`src/rtl/lock_status_ctrl.sv`:
```
// Combination-lock status stage: open/fail/lockout FSM, state timer, failure count, 7-seg messages.
// Optional LOCK_ALARM_EN adds an alarm output that blinks during LOCKOUT.
module lock_status_ctrl #(
  parameter int OPEN_CYCLES    = 100_000_000,
  parameter int FAIL_CYCLES    = 50_000_000,
  parameter int LOCKOUT_CYCLES = 500_000_000,
  parameter int MAX_FAILS      = 3,
  parameter int CNT_W          = 32,
  parameter int ALARM_HALF     = 12_500_000
) (
  input  logic       clock,
  input  logic       reset,
  input  logic       attempt_valid,
  input  logic [2:0] digit_ok,
  input  logic       relock,
  output logic       unlocked,
  output logic       locked_out,
  output logic [2:0] fail_count,
  output logic [6:0] H1,
  output logic [6:0] H2,
  output logic [6:0] H3,
  output logic [6:0] H4,
  output logic [6:0] H5,
`ifdef LOCK_ALARM_EN
  output logic [6:0] H6,
  output logic       alarm
`else
  output logic [6:0] H6
`endif
);

  typedef enum logic [1:0] {CLOSED, OPEN, FAIL, LOCKOUT} state_t;

  typedef struct packed {
    logic            unlocked;
    logic            locked_out;
    logic [2:0]      fcnt;
    logic [5:0][6:0] seg;   // [5] = H6 (leftmost) .. [0] = H1
  } out_t;

  localparam logic [5:0][6:0] SEG_CLOSED = {7'h39, 7'h38, 7'h3F, 7'h6D, 7'h79, 7'h5E};
  localparam logic [5:0][6:0] SEG_OPEN   = {7'h00, 7'h00, 7'h3F, 7'h73, 7'h79, 7'h54};

  state_t           state, state_nxt;
  logic [CNT_W-1:0] tmr, tmr_nxt;
  logic [2:0]       fcnt_nxt;
  logic [3:0]       finc;
  logic             expired;
  out_t             out_q, out_d;

  function automatic logic [6:0] hex7(input logic [2:0] v);
    logic [6:0] s;
    case (v)
      3'd0:    s = 7'h3F;
      3'd1:    s = 7'h06;
      3'd2:    s = 7'h5B;
      3'd3:    s = 7'h4F;
      3'd4:    s = 7'h66;
      3'd5:    s = 7'h6D;
      3'd6:    s = 7'h7D;
      default: s = 7'h07;
    endcase
    return s;
  endfunction

  assign expired = (tmr == '0);
  assign finc    = {1'b0, fail_count} + 4'd1;

  // state register; outputs are registered from next-state values so they move with the state
  always_ff @(posedge clock) begin
    if (!reset) begin
      state            <= CLOSED;
      tmr              <= '0;
      out_q.unlocked   <= 1'b0;
      out_q.locked_out <= 1'b0;
      out_q.fcnt       <= 3'd0;
      out_q.seg        <= ~SEG_CLOSED;
    end else begin
      state <= state_nxt;
      tmr   <= tmr_nxt;
      out_q <= out_d;
    end
  end

  always_comb begin
    state_nxt = state;
    fcnt_nxt  = fail_count;
    tmr_nxt   = expired ? '0 : tmr - 1'b1;
    case (state)
      CLOSED: begin
        tmr_nxt = '0;
        if (attempt_valid) begin
          if (digit_ok == 3'b111) begin
            state_nxt = OPEN;
            fcnt_nxt  = 3'd0;
            tmr_nxt   = CNT_W'(OPEN_CYCLES - 1);
          end else if (finc >= 4'(MAX_FAILS)) begin
            state_nxt = LOCKOUT;
            fcnt_nxt  = 3'(MAX_FAILS);
            tmr_nxt   = CNT_W'(LOCKOUT_CYCLES - 1);
          end else begin
            state_nxt = FAIL;
            fcnt_nxt  = finc[2:0];
            tmr_nxt   = CNT_W'(FAIL_CYCLES - 1);
          end
        end
      end
      OPEN: begin
        if (expired || relock) begin
          state_nxt = CLOSED;
          tmr_nxt   = '0;
        end
      end
      FAIL: begin
        if (expired) state_nxt = CLOSED;
      end
      default: begin
        if (expired) begin
          state_nxt = CLOSED;
          fcnt_nxt  = 3'd0;
        end
      end
    endcase
  end

  always_comb begin
    out_d.unlocked   = (state_nxt == OPEN);
    out_d.locked_out = (state_nxt == LOCKOUT);
    out_d.fcnt       = fcnt_nxt;
    case (state_nxt)
      OPEN:    out_d.seg = ~SEG_OPEN;
      FAIL:    out_d.seg = ~{7'h00, 7'h71, 7'h77, 7'h06, 7'h38, hex7(fcnt_nxt)};
      LOCKOUT: out_d.seg = ~{7'h76, 7'h3F, 7'h38, 7'h5E, 7'h00, hex7(fcnt_nxt)};
      default: out_d.seg = ~SEG_CLOSED;
    endcase
  end

  assign unlocked   = out_q.unlocked;
  assign locked_out = out_q.locked_out;
  assign fail_count = out_q.fcnt;
  assign H6 = out_q.seg[5];
  assign H5 = out_q.seg[4];
  assign H4 = out_q.seg[3];
  assign H3 = out_q.seg[2];
  assign H2 = out_q.seg[1];
  assign H1 = out_q.seg[0];

`ifdef LOCK_ALARM_EN
  logic [CNT_W-1:0] acnt;

  // starts high on LOCKOUT entry, then flips each time the half-period counter wraps
  always_ff @(posedge clock) begin
    if (!reset) begin
      alarm <= 1'b0;
      acnt  <= '0;
    end else if (state_nxt == LOCKOUT) begin
      if (state != LOCKOUT) begin
        alarm <= 1'b1;
        acnt  <= CNT_W'(ALARM_HALF - 1);
      end else if (acnt == '0) begin
        alarm <= ~alarm;
        acnt  <= CNT_W'(ALARM_HALF - 1);
      end else begin
        acnt  <= acnt - 1'b1;
      end
    end else begin
      alarm <= 1'b0;
      acnt  <= '0;
    end
  end
`endif

endmodule
```
`config.mk`:
```
export PLATFORM = sky130hd
export DESIGN_NAME = lock_status_ctrl
export DESIGN_NICKNAME = d
export VERILOG_FILES = /design/src/rtl/lock_status_ctrl.sv
export SDC_FILE = /design/constraint.sdc
export NUM_CORES = 1
export LEC_CHECK = 0
export ABC_CLOCK_PERIOD_IN_PS = 7000
export CAP_MARGIN = 20
export CORE_MARGIN = 4
export CORE_UTILIZATION = 55
export DETAILED_ROUTE_END_ITERATION = 10
export PLACE_DENSITY = 0.84
export SETUP_SLACK_MARGIN = 0.4
export SLEW_MARGIN = 20
export SYNTH_ARGS = -nofsm -noshare
export SYNTH_HDL_FRONTEND = slang
export SYNTH_SLANG_ARGS = --single-unit
```
`constraint.sdc`:
```
create_clock -name clock -period 7 [get_ports clock]
set_clock_uncertainty 0.2 [all_clocks]
set_input_delay 1.05 -clock clock [delete_from_list [all_inputs] [get_ports clock]]
set_output_delay 1.05 -clock clock [all_outputs]
set_load 0.02 [all_outputs]
```
==> results.md <==
* Minimum clock period at 3.45 ns
* Seq/Total Area, Yosys at 40.2%
* WL final at 5320 um
* #FFs+latches synth at 55
* Post-Syn Area per Cell at 8.89 um2
* PwrDens at 306 mW/mm2
* Worst setup EP type: flip-flop
* Antenna viol nets, final at 0
* Layout Utilization at 66.6%
* Drc violations at 0
* Max cap viols at 0
* Synthesis Warnings at 0
* Nets at 352
* CTS Root Buffer Type: clkbuf_8
* Share of layout cells above drive strength 1 at 5.69%
* Number of global-route vias before repair at 1,962
* Critical-path top delay cell: o32ai_1
* WP data arrival at 3.45 ns
* Global-route wire length before repair at 8870 um
* Num CTS Buffers at 5
* Die area at 0.00617 mm2
* Drt via density at 5.41
* CP peak stage delay at 0.66 ns
* Asr flop ratio synth at 0%
* GRT Util Overall at 17.7%
* Worst hold path endpoint: tmr[29]$_SDFF_PN0_
* Largest net degree at the start of global routing at 33
* Tightest Pin Transition at 0.935 ns
* Hold Path Class: reg -> reg
* CTS H-tree depth at 2
* I/O Pins at 54
* Fmax achieved at 0.289 GHz
* Max VDD drop at 0.186 mV
* Final Cycle Share at 49.4%
* Unrepaired setup endpoints after global routing: no
* Worst path cell trace: clkdlybuf4s50_1 -> nand2_1 -> o21ai_0 -> o32ai_1 -> inv_1 -> ha_1 -> and2_1 -> or2_2 -> nand2b_1 -> nor4_1
* CP Data Required Time at 6.99 ns
* Register-to-register setup slack at 3.66 ns
* WP buf/inv at 2
* Synth Cell Area at 0.00274 mm2
* Initial Utilization at 57.2%
* R2R cell count at 12
* Status: finished clean
* RR Endpoint: H1[2]$_SDFF_PN0_
* Post-CTS sizing at 0
* Core area at 0.00479 mm2
* Final hold violation count at 0
* CTS Sinks at 55
* Post-CTS setup buffers at 0
* Distinct cells, synth at 48
* Width of the die at 78.6 um
* Placed cell count at 393
* Min-Delay Path Depth at 2
* Iteration-0 DRC Markers at 105
* Critical path class: in -> reg
* Setup crit start kind: input pin
* Final setup fails at 0
* Max-slew headroom at 37.7%
* Final cell count without fillers at 401
* Reg2reg start: tmr[0]$_SDFF_PN0_
* Initial antenna violation count at 0
* 1st-pass router iterations at 4
* Number of core rows at 25
* Top cell family by delay on the critical path: compound AO/OA/AOI/OAI gates
* WL/cell at 13.3 um
* Total power draw at 975 uW
* Setup TNS at 0 ns
* Hpwl dp at 3840 um
* CTS tree: built
* Overflow after GRT at 0
* Top FF cell, synth: dfxtp_1
* Number of synthesized flops with an enable pin at 0
* CP max FO at 5
* Post-synthesis cell count at 308
* Static Leak at 0.00122 uW
* Final GP Congestion at 0.874
* Final Max Tran Viols at 0
* Vias at 2,171
* Area growth, synth to finish at 16.5%
* Die height at 78.6 um
* Hold path start: tmr[29]$_SDFF_PN0_
* Worst-Skew Late Latency at 0.31 ns
* Fill count at 375
* Clk slew on worst S/H paths at 0.09 ns
* Diode count at 0
* Max clock buf depth at 2
* Hold bufs inserted after CTS at 0
* PortBufs at 49
power breakdown:
group	internal [uW]	leakage, uW	switching [uW]
registers	363	0.000452	41.7
clock network	90.4	0.0000515	97.1
logic	165	0.000714	217
total	619	0.00122	356
flip-flops by register name (all words and copies together), names as in the netlist:
name and cells:
H6 1, tmr 32, H4 2, locked_out 1
fail_count 3, H3 5, H5 2, H1 7
state 2
layer usage:
metal  track usage, %  wire (um)  vias up
met5                0          0        -
met4             6.29         61        0
met3             3.67        261        7
met2             28.7       2550       61
met1             23.3       2450     1014
li1                 -          -     1089
synth_stat cells, types with 3 or more instances:
cell type	n	area [um2]
or4_1	3	22.5
nor2_1	30	113
nor2b_1	3	18.8
nand3_1	8	40.0
nand4_1	4	25.0
or3_1	9	56.3
o21ai_0	34	170
nor3_1	9	45.0
dfxtp_1	55	1100
xnor2_1	15	131
nor4_1	6	37.5
nand2_1	15	56.3
a21oi_1	6	30.0
clkbuf_1	4	15.0
nand2b_1	3	18.8
ha_1	12	150
buf_4	26	195
and2_1	4	25.0
xor2_1	13	114
inv_1	11	41.3
placed cells by master, fill, tap and decap left out, types with 11 or more instances in the layout:
| cell | n |
|---|---|
| clkdlybuf4s50_1 | 49 |
| dfxtp_1 | 55 |
| ha_1 | 12 |
| inv_1 | 11 |
| nand2_1 | 15 |
| nor2_1 | 30 |
| o21ai_0 | 34 |
| xnor2_1 | 15 |
| xor2_1 | 13 |
stage by stage:
step           hold WS, ns  cell area [um2]  setup WS (ns)
6_report             0.327             3190           3.55
5_1_grt              0.401             3190           3.41
4_1_cts              0.334             3190           3.55
3_5_place_dp         0.309             3090           3.30
3_3_place_gp         0.302             3090           3.36
2_1_floorplan        0.281             2750           3.98
cell type report:
| cell class | instances | area [um2] | area share (%) |
|---|---|---|---|
| multi-input cells | 211 | 1370 | 43.0 |
| repair buffers | 49 | 490 | 15.4 |
| flip-flops and latches | 55 | 1100 | 34.5 |
| inverters | 11 | 41.3 | 1.30 |
| well taps | 67 | 83.8 | 2.63 |
| clock buffers | 8 | 100 | 3.14 |
how the worst max path moves through the flow:
stage | startpoint | end | slack, ns | cells past startpoint
detailed placement | relock | H1[2]$_SDFF_PN0_ | 3.30 | 10
global route | relock | H1[2]$_SDFF_PN0_ | 3.41 | 10
finish | relock | H1[2]$_SDFF_PN0_ | 3.55 | 10
CTS | relock | H1[2]$_SDFF_PN0_ | 3.55 | 10
floorplan | digit_ok[2] | H1[2]$_SDFF_PN0_ | 3.98 | 10
global placement | relock | H1[2]$_SDFF_PN0_ | 3.36 | 10
worst reg2reg max path: stages (launching register included):
cell and delay, ns:
dfxtp_1 0.40, inv_1 0.07, ha_1 0.24, nor2b_1 0.16
and4_1 0.21, and4_1 0.24, o32ai_1 0.59, inv_1 0.20
ha_1 0.25, and2_1 0.14, or2_2 0.28, nand2b_1 0.16
nor4_1 0.08
cell families after synthesis:
kind of cell | after synthesis | share of synthesized area [%]
AO/OA/AOI/OAI | 55 | 12.1
XOR/XNOR | 28 | 8.96
AND/OR/NAND/NOR | 112 | 23.0
other | 2 | 0.274
buffers and inverters | 44 | 9.96
flip-flops | 55 | 40.2
adder cells (fa/ha/maj) | 12 | 5.48
Power figures use the tool's default switching activity.
